==> src/rtl/cmd_stream_sequencer_if.sv <==
// Command-memory read port and matrix-payload stream of the command stream sequencer.
//   mem_rd_en / mem_addr : read strobe and word-aligned byte address to the command BRAM
//   mem_rdata            : BRAM read data, valid the cycle after mem_rd_en, held until the next read
//   mat_valid/mat_ready  : payload stream handshake toward the matrix loader
//   mat_data/idx/last    : payload word, its index, and last-word marker
// master = sequencer side, slave = memory / matrix loader side.
interface cmd_stream_sequencer_if;
    logic        mem_rd_en;
    logic [31:0] mem_addr;
    logic [31:0] mem_rdata;
    logic        mat_valid;
    logic        mat_ready;
    logic [31:0] mat_data;
    logic [3:0]  mat_idx;
    logic        mat_last;

    modport master (
        output mem_rd_en, mem_addr,
        input  mem_rdata,
        output mat_valid, mat_data, mat_idx, mat_last,
        input  mat_ready
    );

    modport slave (
        input  mem_rd_en, mem_addr,
        output mem_rdata,
        input  mat_valid, mat_data, mat_idx, mat_last,
        output mat_ready
    );
endinterface

==> src/rtl/cmd_stream_sequencer.sv <==
// Walks the command stream in the command BRAM from a start byte address, decoding
// headers into matrix-mode strobes and streaming LOAD_MATRIX payloads to the loader.
//   clk, rst_n     : clock, asynchronous active-low reset
//   i_start        : run start pulse (ignored unless idle)
//   i_base_addr    : byte address of the first header (bits [1:0] ignored)
//   o_busy/o_done  : run in progress / one-cycle end-of-run pulse
//   o_err          : sticky error, cleared by an accepted start
//   o_cmd_count    : commands executed this run (END excluded)
//   o_mode_we/sel  : matrix-mode strobe and value
//   bus            : BRAM read port and payload stream (master side)
module cmd_stream_sequencer #(
    parameter int unsigned MEM_WORDS = 26,
    parameter int unsigned MAT_WORDS = 16
) (
    input  logic                  clk,
    input  logic                  rst_n,
    input  logic                  i_start,
    input  logic [31:0]           i_base_addr,
    output logic                  o_busy,
    output logic                  o_done,
    output logic                  o_err,
    output logic [15:0]           o_cmd_count,
    output logic                  o_mode_we,
    output logic [3:0]            o_mode_sel,
    cmd_stream_sequencer_if.master bus
);
    // One spare bit above the 30-bit word pointer so a skip can never wrap.
    localparam int unsigned PTR_W  = 31;
    localparam int unsigned IDX_W  = 4;
    localparam int unsigned CNT_W  = 16;
    localparam int unsigned MODE_W = 4;

    localparam logic [7:0]       OP_MODE   = 8'h10;
    localparam logic [7:0]       OP_LOAD   = 8'h13;
    localparam logic [7:0]       OP_END    = 8'hFF;
    localparam logic [PTR_W-1:0] MEM_LIMIT = PTR_W'(MEM_WORDS);
    localparam logic [7:0]       LOAD_LEN  = 8'(MAT_WORDS);
    localparam logic [IDX_W-1:0] IDX_LAST  = IDX_W'(MAT_WORDS - 1);

    typedef enum logic [2:0] {
        S_IDLE,
        S_HDR_RD,
        S_HDR_DEC,
        S_PAY_RD,
        S_PAY_SEND,
        S_DONE
    } state_t;

    state_t              r_state, w_state_nxt;
    logic [PTR_W-1:0]    r_ptr, w_ptr_nxt;
    logic                r_busy, w_busy_nxt;
    logic                r_done, w_done_nxt;
    logic                r_err, w_err_nxt;
    logic [CNT_W-1:0]    r_cmd_count, w_cnt_nxt;
    logic                r_mem_rd_en, w_rd_nxt;
    logic [31:0]         r_mem_addr, w_addr_nxt;
    logic                r_mode_we, w_mode_we_nxt;
    logic [MODE_W-1:0]   r_mode_sel, w_mode_sel_nxt;
    logic                r_mat_valid, w_valid_nxt;
    logic [IDX_W-1:0]    r_mat_idx, w_idx_nxt;
    logic                r_mat_last, w_last_nxt;

    logic [7:0]          w_opcode;
    logic [7:0]          w_arg;
    logic                w_pay_flag;
    logic                w_ovf;
    logic                w_unused;

    // Header fields, meaningful while decoding.
    assign w_opcode   = bus.mem_rdata[7:0];
    assign w_arg      = bus.mem_rdata[15:8];
    assign w_pay_flag = bus.mem_rdata[31];
    assign w_ovf      = (r_ptr >= MEM_LIMIT);
    assign w_unused   = ^{i_base_addr[1:0], bus.mem_rdata[30:16]};

    // Next state plus look-ahead of every registered output for the coming cycle.
    always_comb begin
        w_state_nxt    = r_state;
        w_ptr_nxt      = r_ptr;
        w_err_nxt      = r_err;
        w_cnt_nxt      = r_cmd_count;
        w_idx_nxt      = r_mat_idx;
        w_mode_we_nxt  = 1'b0;
        w_mode_sel_nxt = r_mode_sel;
        w_rd_nxt       = 1'b0;
        w_addr_nxt     = r_mem_addr;
        w_busy_nxt     = 1'b0;
        w_done_nxt     = 1'b0;
        w_valid_nxt    = 1'b0;
        w_last_nxt     = 1'b0;

        case (r_state)
            S_IDLE: begin
                if (i_start) begin
                    w_ptr_nxt   = {1'b0, i_base_addr[31:2]};
                    w_err_nxt   = 1'b0;
                    w_cnt_nxt   = '0;
                    w_state_nxt = S_HDR_RD;
                end
            end
            S_HDR_RD: begin
                if (w_ovf) begin
                    w_err_nxt   = 1'b1;
                    w_state_nxt = S_DONE;
                end else begin
                    w_ptr_nxt   = r_ptr + PTR_W'(1);
                    w_state_nxt = S_HDR_DEC;
                end
            end
            S_HDR_DEC: begin
                if (w_opcode == OP_END) begin
                    w_state_nxt = S_DONE;
                end else if (w_opcode == OP_MODE && !w_pay_flag) begin
                    w_mode_sel_nxt = w_arg[MODE_W-1:0];
                    w_mode_we_nxt  = 1'b1;
                    w_cnt_nxt      = r_cmd_count + CNT_W'(1);
                    w_state_nxt    = S_HDR_RD;
                end else if (w_opcode == OP_LOAD && w_pay_flag && w_arg == LOAD_LEN) begin
                    w_idx_nxt   = '0;
                    w_state_nxt = S_PAY_RD;
                end else begin
                    // Unknown or malformed: flag it, step over any payload unread.
                    w_err_nxt = 1'b1;
                    if (w_pay_flag) begin
                        w_ptr_nxt = r_ptr + PTR_W'(w_arg);
                    end
                    w_state_nxt = S_HDR_RD;
                end
            end
            S_PAY_RD: begin
                if (w_ovf) begin
                    w_err_nxt   = 1'b1;
                    w_state_nxt = S_DONE;
                end else begin
                    w_ptr_nxt   = r_ptr + PTR_W'(1);
                    w_state_nxt = S_PAY_SEND;
                end
            end
            S_PAY_SEND: begin
                if (bus.mat_ready) begin
                    if (r_mat_last) begin
                        w_cnt_nxt   = r_cmd_count + CNT_W'(1);
                        w_state_nxt = S_HDR_RD;
                    end else begin
                        w_idx_nxt   = r_mat_idx + IDX_W'(1);
                        w_state_nxt = S_PAY_RD;
                    end
                end
            end
            S_DONE: begin
                w_state_nxt = S_IDLE;
            end
            default: begin
                w_state_nxt = S_IDLE;
            end
        endcase

        // A read is issued only when the read state will not hit the overflow check.
        w_rd_nxt = ((w_state_nxt == S_HDR_RD) || (w_state_nxt == S_PAY_RD)) &&
                   (w_ptr_nxt < MEM_LIMIT);
        if (w_rd_nxt) begin
            w_addr_nxt = {w_ptr_nxt[29:0], 2'b00};
        end
        w_busy_nxt  = (w_state_nxt != S_IDLE);
        w_done_nxt  = (w_state_nxt == S_DONE);
        w_valid_nxt = (w_state_nxt == S_PAY_SEND);
        w_last_nxt  = (w_state_nxt == S_PAY_SEND) && (w_idx_nxt == IDX_LAST);
    end

    // State and output registers.
    always_ff @(posedge clk or negedge rst_n) begin
        if (!rst_n) begin
            r_state     <= S_IDLE;
            r_ptr       <= '0;
            r_busy      <= 1'b0;
            r_done      <= 1'b0;
            r_err       <= 1'b0;
            r_cmd_count <= '0;
            r_mem_rd_en <= 1'b0;
            r_mem_addr  <= '0;
            r_mode_we   <= 1'b0;
            r_mode_sel  <= '0;
            r_mat_valid <= 1'b0;
            r_mat_idx   <= '0;
            r_mat_last  <= 1'b0;
        end else begin
            r_state     <= w_state_nxt;
            r_ptr       <= w_ptr_nxt;
            r_busy      <= w_busy_nxt;
            r_done      <= w_done_nxt;
            r_err       <= w_err_nxt;
            r_cmd_count <= w_cnt_nxt;
            r_mem_rd_en <= w_rd_nxt;
            r_mem_addr  <= w_addr_nxt;
            r_mode_we   <= w_mode_we_nxt;
            r_mode_sel  <= w_mode_sel_nxt;
            r_mat_valid <= w_valid_nxt;
            r_mat_idx   <= w_idx_nxt;
            r_mat_last  <= w_last_nxt;
        end
    end

    assign o_busy        = r_busy;
    assign o_done        = r_done;
    assign o_err         = r_err;
    assign o_cmd_count   = r_cmd_count;
    assign o_mode_we     = r_mode_we;
    assign o_mode_sel    = r_mode_sel;
    assign bus.mem_rd_en = r_mem_rd_en;
    assign bus.mem_addr  = r_mem_addr;
    assign bus.mat_valid = r_mat_valid;
    assign bus.mat_idx   = r_mat_idx;
    assign bus.mat_last  = r_mat_last;
    // BRAM output is held until the next read, which only follows the handshake.
    assign bus.mat_data  = bus.mem_rdata;
endmodule

==> src/flat_wrapper.sv <==
// flat-port wrapper written by rule: the top's interface ports become plain ports
module cmd_stream_sequencer_flat 
#(
    parameter int unsigned MEM_WORDS = 26,
    parameter int unsigned MAT_WORDS = 16
)
  (clk, rst_n, i_start, i_base_addr, o_busy, o_done, o_err, o_cmd_count, o_mode_we, o_mode_sel, bus_mem_rd_en, bus_mem_addr, bus_mem_rdata, bus_mat_valid, bus_mat_data, bus_mat_idx, bus_mat_last, bus_mat_ready);
  cmd_stream_sequencer_if bus_i ();
  input  logic clk;
  input  logic rst_n;
  input  logic i_start;
  input  logic [31:0] i_base_addr;
  output logic o_busy;
  output logic o_done;
  output logic o_err;
  output logic [15:0] o_cmd_count;
  output logic o_mode_we;
  output logic [3:0] o_mode_sel;
  output wire logic [$bits(bus_i.mem_rd_en)-1:0] bus_mem_rd_en;
  output wire logic [$bits(bus_i.mem_addr)-1:0] bus_mem_addr;
  input wire logic [$bits(bus_i.mem_rdata)-1:0] bus_mem_rdata;
  output wire logic [$bits(bus_i.mat_valid)-1:0] bus_mat_valid;
  output wire logic [$bits(bus_i.mat_data)-1:0] bus_mat_data;
  output wire logic [$bits(bus_i.mat_idx)-1:0] bus_mat_idx;
  output wire logic [$bits(bus_i.mat_last)-1:0] bus_mat_last;
  input wire logic [$bits(bus_i.mat_ready)-1:0] bus_mat_ready;
  assign bus_mem_rd_en = bus_i.mem_rd_en;
  assign bus_mem_addr = bus_i.mem_addr;
  assign bus_i.mem_rdata = bus_mem_rdata;
  assign bus_mat_valid = bus_i.mat_valid;
  assign bus_mat_data = bus_i.mat_data;
  assign bus_mat_idx = bus_i.mat_idx;
  assign bus_mat_last = bus_i.mat_last;
  assign bus_i.mat_ready = bus_mat_ready;
  cmd_stream_sequencer #(.MEM_WORDS(MEM_WORDS), .MAT_WORDS(MAT_WORDS)) u_core (.clk(clk), .rst_n(rst_n), .i_start(i_start), .i_base_addr(i_base_addr), .o_busy(o_busy), .o_done(o_done), .o_err(o_err), .o_cmd_count(o_cmd_count), .o_mode_we(o_mode_we), .o_mode_sel(o_mode_sel), .bus(bus_i));
endmodule
==> config.mk <==
export PLATFORM = sky130hd
export DESIGN_NAME = cmd_stream_sequencer_flat
export DESIGN_NICKNAME = d
export VERILOG_FILES = /design/src/rtl/cmd_stream_sequencer_if.sv /design/src/rtl/cmd_stream_sequencer.sv /design/src/flat_wrapper.sv
export SDC_FILE = /design/constraint.sdc
export NUM_CORES = 1
export LEC_CHECK = 0
export ABC_AREA = 1
export CAP_MARGIN = 40
export CORE_ASPECT_RATIO = 0.7
export CORE_MARGIN = 2
export CORE_UTILIZATION = 45
export CTS_BUF_LIST = sky130_fd_sc_hd__clkbuf_8 sky130_fd_sc_hd__clkbuf_16
export CTS_CLUSTER_DIAMETER = 200
export DETAILED_ROUTE_END_ITERATION = 8
export HOLD_SLACK_MARGIN = 0.08
export MAX_ROUTING_LAYER = met4
export PLACE_DENSITY = 0.73
export SLEW_MARGIN = 20
export SYNTH_ARGS = -nofsm -noshare
export SYNTH_HDL_FRONTEND = slang
export SYNTH_SLANG_ARGS = --single-unit
==> constraint.sdc <==
create_clock -name clk -period 6.5 [get_ports clk]
set_clock_uncertainty 0.05 [all_clocks]
set_input_delay 1.3 -clock clk [delete_from_list [all_inputs] [get_ports clk]]
set_output_delay 1.3 -clock clk [all_outputs]
set_load 0.01 [all_outputs]
==> flow_metrics.py <==
metrics = {
    "cells_and_area": {
        "area_growth_pct": 21.78,
        "nets": 1192,
        "fin_area_sq_um": 8403,
        "insertedDiodeCount": 0,
        "layout-drive-gt1-share": 0.07348,
        "final_util": 0.5655,
    },
    "yosys": {
        "yosysWarnings": 0,
        "synth.avg_cell_area_sq_um": 6.765,
        "synth-edff-count": 0,
        "ys_seq_area_frac": 0.3445,
        "synth_xor_area_frac": 0.01142,
        "ys_ff_latch": 95,
        "yosys.area_share.simple": 0.3888,
        "synth_area_sq_um": 6900,
        "synth-compound-area-share": 0.08178,
        "synth_fa_ha_area_frac": 0.02466,
        "syn_inst": 1020,
        "synth_mux_area_frac": 0,
        "synth_top_family_by_area": "simple AND/OR/NAND/NOR gates",
        "ys_async_sr_fraction": 1.000,
        "synth_cell_types": 53,
        "synthFlopType": "dfrtp_1",
    },
    "critical_path": {
        "slowest_stage": "clkdlybuf4s50_1",
        "r2r_cells": 19,
        "reg2reg_slack_ns": 2.79,
        "required_ns": 6.67,
        "cp_top_family": "simple AND/OR/NAND/NOR gates",
        "critPathMaxFanout": 26,
        "crit_chain": "clkdlybuf4s50_1, ha_1, fa_1, nand3_1, nand3_1, nand2_1, nand2_1, nand2_1, nor2_1, nand3_1, nand3_1, nand2_1, nand2_1, nand2_1, nor2_1, nand2_1, nor2_4, nand2_4, inv_4, nor2_1",
        "cp-startpoint": "bus_mem_rdata[8]",
        "r2r_start": "u_core.r_ptr[0]",
        "start_kind": "input pin",
        "cp_num_buf_inv": 2,
        "cpPeakStageDelay_ns": 0.57,
        "r2r_end": "u_core.bus.mem_addr[8]",
        "worstSetupEndpointType": "flip-flop",
        "critical_path_arrival_ns": 4.89,
        "criticalPathCategory": "in2reg",
        "cp_common_cell": "nand2_1",
    },
    "placed_design": {
        "place_congestion": 0.9625,
        "port_buffers": 128,
        "place_area_sq_um": 8077,
        "hpwl_um": 15060,
    },
    "job": {
        "drv_cap": 0,
    },
    "detailed_routing": {
        "antenna_left": 0,
        "dr.pass1.iters": 5,
        "dr_total_vias": 6842,
        "postRouteWirelength_um": 19640,
        "drt_iter0_markers": 655,
        "drc": 0,
        "vias_per_cell": 5.219,
        "wl_met1_um": 9206,
        "wl_met2_um": 8276,
        "met3_length_um": 1999,
        "highest_layer": "met4",
        "drt-wirelength-per-cell_um": 14.98,
    },
    "cts": {
        "tritoncts": "yes",
        "tritoncts.num_buffers": 9,
        "clk_pin_slew_ns": 0.07,
        "cts.root.buffer_cell": "clkbuf_16",
        "ctsHoldBuffers": 0,
        "htreeDepth": 3,
        "cts.sinks": 95,
        "clock_path_buffers": 2,
        "insertion_delay_ns": 0.35,
        "cts_setup_buffers": 0,
        "postCtsResizedCells": 0,
    },
    "timing": {
        "period_share": 0.7265,
        "fin_crit_ns": 4.723,
        "finalHoldViolCount": 0,
        "rsz0062_at_grt": "no",
        "tightest_slew_ns": 0.7752,
        "report.final.slew_viol_count": 0,
        "timing.hold.ws_ns": 0.4221,
        "fin_setup_tns_ns": 0,
        "setup_viol": 0,
        "max_freq_ghz": 0.2118,
        "slew_headroom": 0.4826,
    },
    "power": {
        "ir_worst_vdd_v": 0.0001783,
        "power_density_nw_per_um2": 368.4,
        "p_leak_nw": 4.157,
    },
    "grt": {
        "grt_pass1_wl_um": 32460,
        "track_usage": 0.2550,
        "gr-total-overflow": 0,
        "grt_start_max_net_pins": 54,
        "grt_pass1_vias": 6330,
        "antenna_found_initial": 0,
    },
    "worst_hold_path": {
        "hold_path_end": "u_core.bus.mem_addr[4]",
        "worstHoldPathCells": 2,
        "min_path_type": "reg2reg",
        "holdCritStartpoint": "u_core.bus.mem_addr[4]",
    },
    "floorplanning": {
        "start_util": 0.4643,
        "die_y_um": 107.6,
        "core_area_sq_um": 14860,
        "dieArea_sq_um": 16360,
        "row_count": 37,
        "io_pins": 163,
        "fp.dieW_um": 152.0,
    },
    "run_status": {
        "status": "complete, no violations",
    },
}
==> where the power goes <==
part,leakage [nW],switching (mW),internal (mW)
logic,2.87,1.05,0.536
clock network,0.164,0.242,0.342
registers,1.13,0.197,0.725
total,4.16,1.49,1.60
==> stage by stage <==
| stage | worst slack, ns | std cells | power (mW) |
|---|---|---|---|
| 2_1_floorplan | 2.914 | 1021 | 2.004 |
| 3_3_place_gp | 1.627 | 1293 | 2.440 |
| 3_5_place_dp | 1.538 | 1295 | 2.477 |
| 4_1_cts | 1.880 | 1311 | 3.073 |
| 5_1_grt | 1.464 | 1311 | 3.353 |
| 6_report | 1.777 | 1311 | 3.095 |
==> worst max-delay path by stage <==
stage | endpoint | slack [ns] | cells after the start
2_1_floorplan | u_core.bus.mem_addr[13] | 2.91 | 21
3_3_place_gp | u_core.bus.mem_addr[7] | 1.63 | 20
3_5_place_dp | u_core.bus.mem_addr[8] | 1.54 | 20
4_1_cts | u_core.bus.mem_addr[8] | 1.88 | 20
5_1_grt | u_core.bus.mem_addr[9] | 1.46 | 20
6_report | u_core.bus.mem_addr[8] | 1.78 | 20
==> synth_stat cells (2+ instances only) <==
cell type | instances | share of area
clkbuf_1 | 4 | 0.0022
ha_1 | 12 | 0.022
dfrtp_1 | 95 | 0.34
xnor2_1 | 4 | 0.0051
a31oi_1 | 2 | 0.0018
inv_2 | 7 | 0.0038
nor2_1 | 105 | 0.057
nand4_1 | 21 | 0.019
o211ai_1 | 9 | 0.0098
o21ai_0 | 14 | 0.010
o22ai_1 | 2 | 0.0018
buf_12 | 2 | 0.0058
a21oi_1 | 30 | 0.022
nor4_1 | 5 | 0.0045
nand3_4 | 2 | 0.0051
o21a_1 | 2 | 0.0022
nand2_4 | 5 | 0.0082
o31ai_1 | 3 | 0.0033
nor2_2 | 26 | 0.024
nor3_2 | 2 | 0.0029
a221oi_1 | 6 | 0.0076
nand3_1 | 101 | 0.073
inv_1 | 155 | 0.084
nor3_1 | 15 | 0.011
buf_2 | 8 | 0.0058
nand2_2 | 3 | 0.0027
a211oi_1 | 8 | 0.0087
nor2_4 | 2 | 0.0033
xor2_1 | 5 | 0.0063
buf_4 | 35 | 0.038
nand3_2 | 3 | 0.0044
nand2_1 | 297 | 0.16
buf_1 | 3 | 0.0016
buf_6 | 3 | 0.0049
inv_4 | 2 | 0.0018
nand3b_1 | 5 | 0.0054
==> state kept, by name, indices dropped and copies added (netlist names), 3 cells and up <==
name,flops
u_core.r_state,3
u_core.o_mode_sel,4
u_core.r_ptr,31
u_core.bus.mem_addr,30
u_core.o_cmd_count,16
u_core.bus.mat_idx,4
==> area by class of cell <==
cell class | count | area (sq um)
Fill cell | 1421 | 6457
Multi-Input combinational cell | 707 | 3503
Sequential cell | 95 | 2377
Timing Repair Buffer | 134 | 1331
Inverter | 164 | 620.6
Tap cell | 195 | 244.0
Clock buffer | 9 | 225.2
Clock inverter | 7 | 101.3
==> kinds of logic after synthesis <==
| logic type | count (synthesis) |
|---|---|
| other | 1 |
| and+or+nand+nor | 597 |
| DFF | 95 |
| xor gates and xnor gates | 9 |
| AOI/OAI and AO/OA | 86 |
| buffers and inverters | 219 |
| adders and majority gates | 13 |
==> tightest hold or removal path, delay by kind of cell, from the launching register on <==
family / cells / cell delay [ns]
flip-flops: 1 / 0.34
AND/OR/NAND/NOR: 2 / 0.10
==> routing by layer <==
metal | vias up | global-route usage
li1 | 3389 | -
met1 | 3098 | 0.3589
met2 | 337 | 0.3758
met3 | 18 | 0.06763
met4 | 0 | 0.04406
met5 | - | -
==> layout by cell type, fill, tap and decap left out, drive strengths merged, types with 2 or more instances in the layout <==
master         instances
xnor2                  4
nor3                  18
o22ai                  2
inv                  168
nand3                106
o31ai                  3
nand3b                 5
or2                    2
dfrtp                 95
nand4                 21
o211ai                 9
bufinv                 2
o21a                   2
a211oi                 8
a22oi                  2
clkbuf                 9
nor2                 133
clkdlybuf4s50        127
ha                    12
conb                   2
xor2                   5
a31oi                  2
o21ai                 16
a21boi                 2
nand2                305
nor4                   6
buf                    7
a221oi                 7
a21oi                 31
No activity file was read; power rests on OpenSTA's default activity.
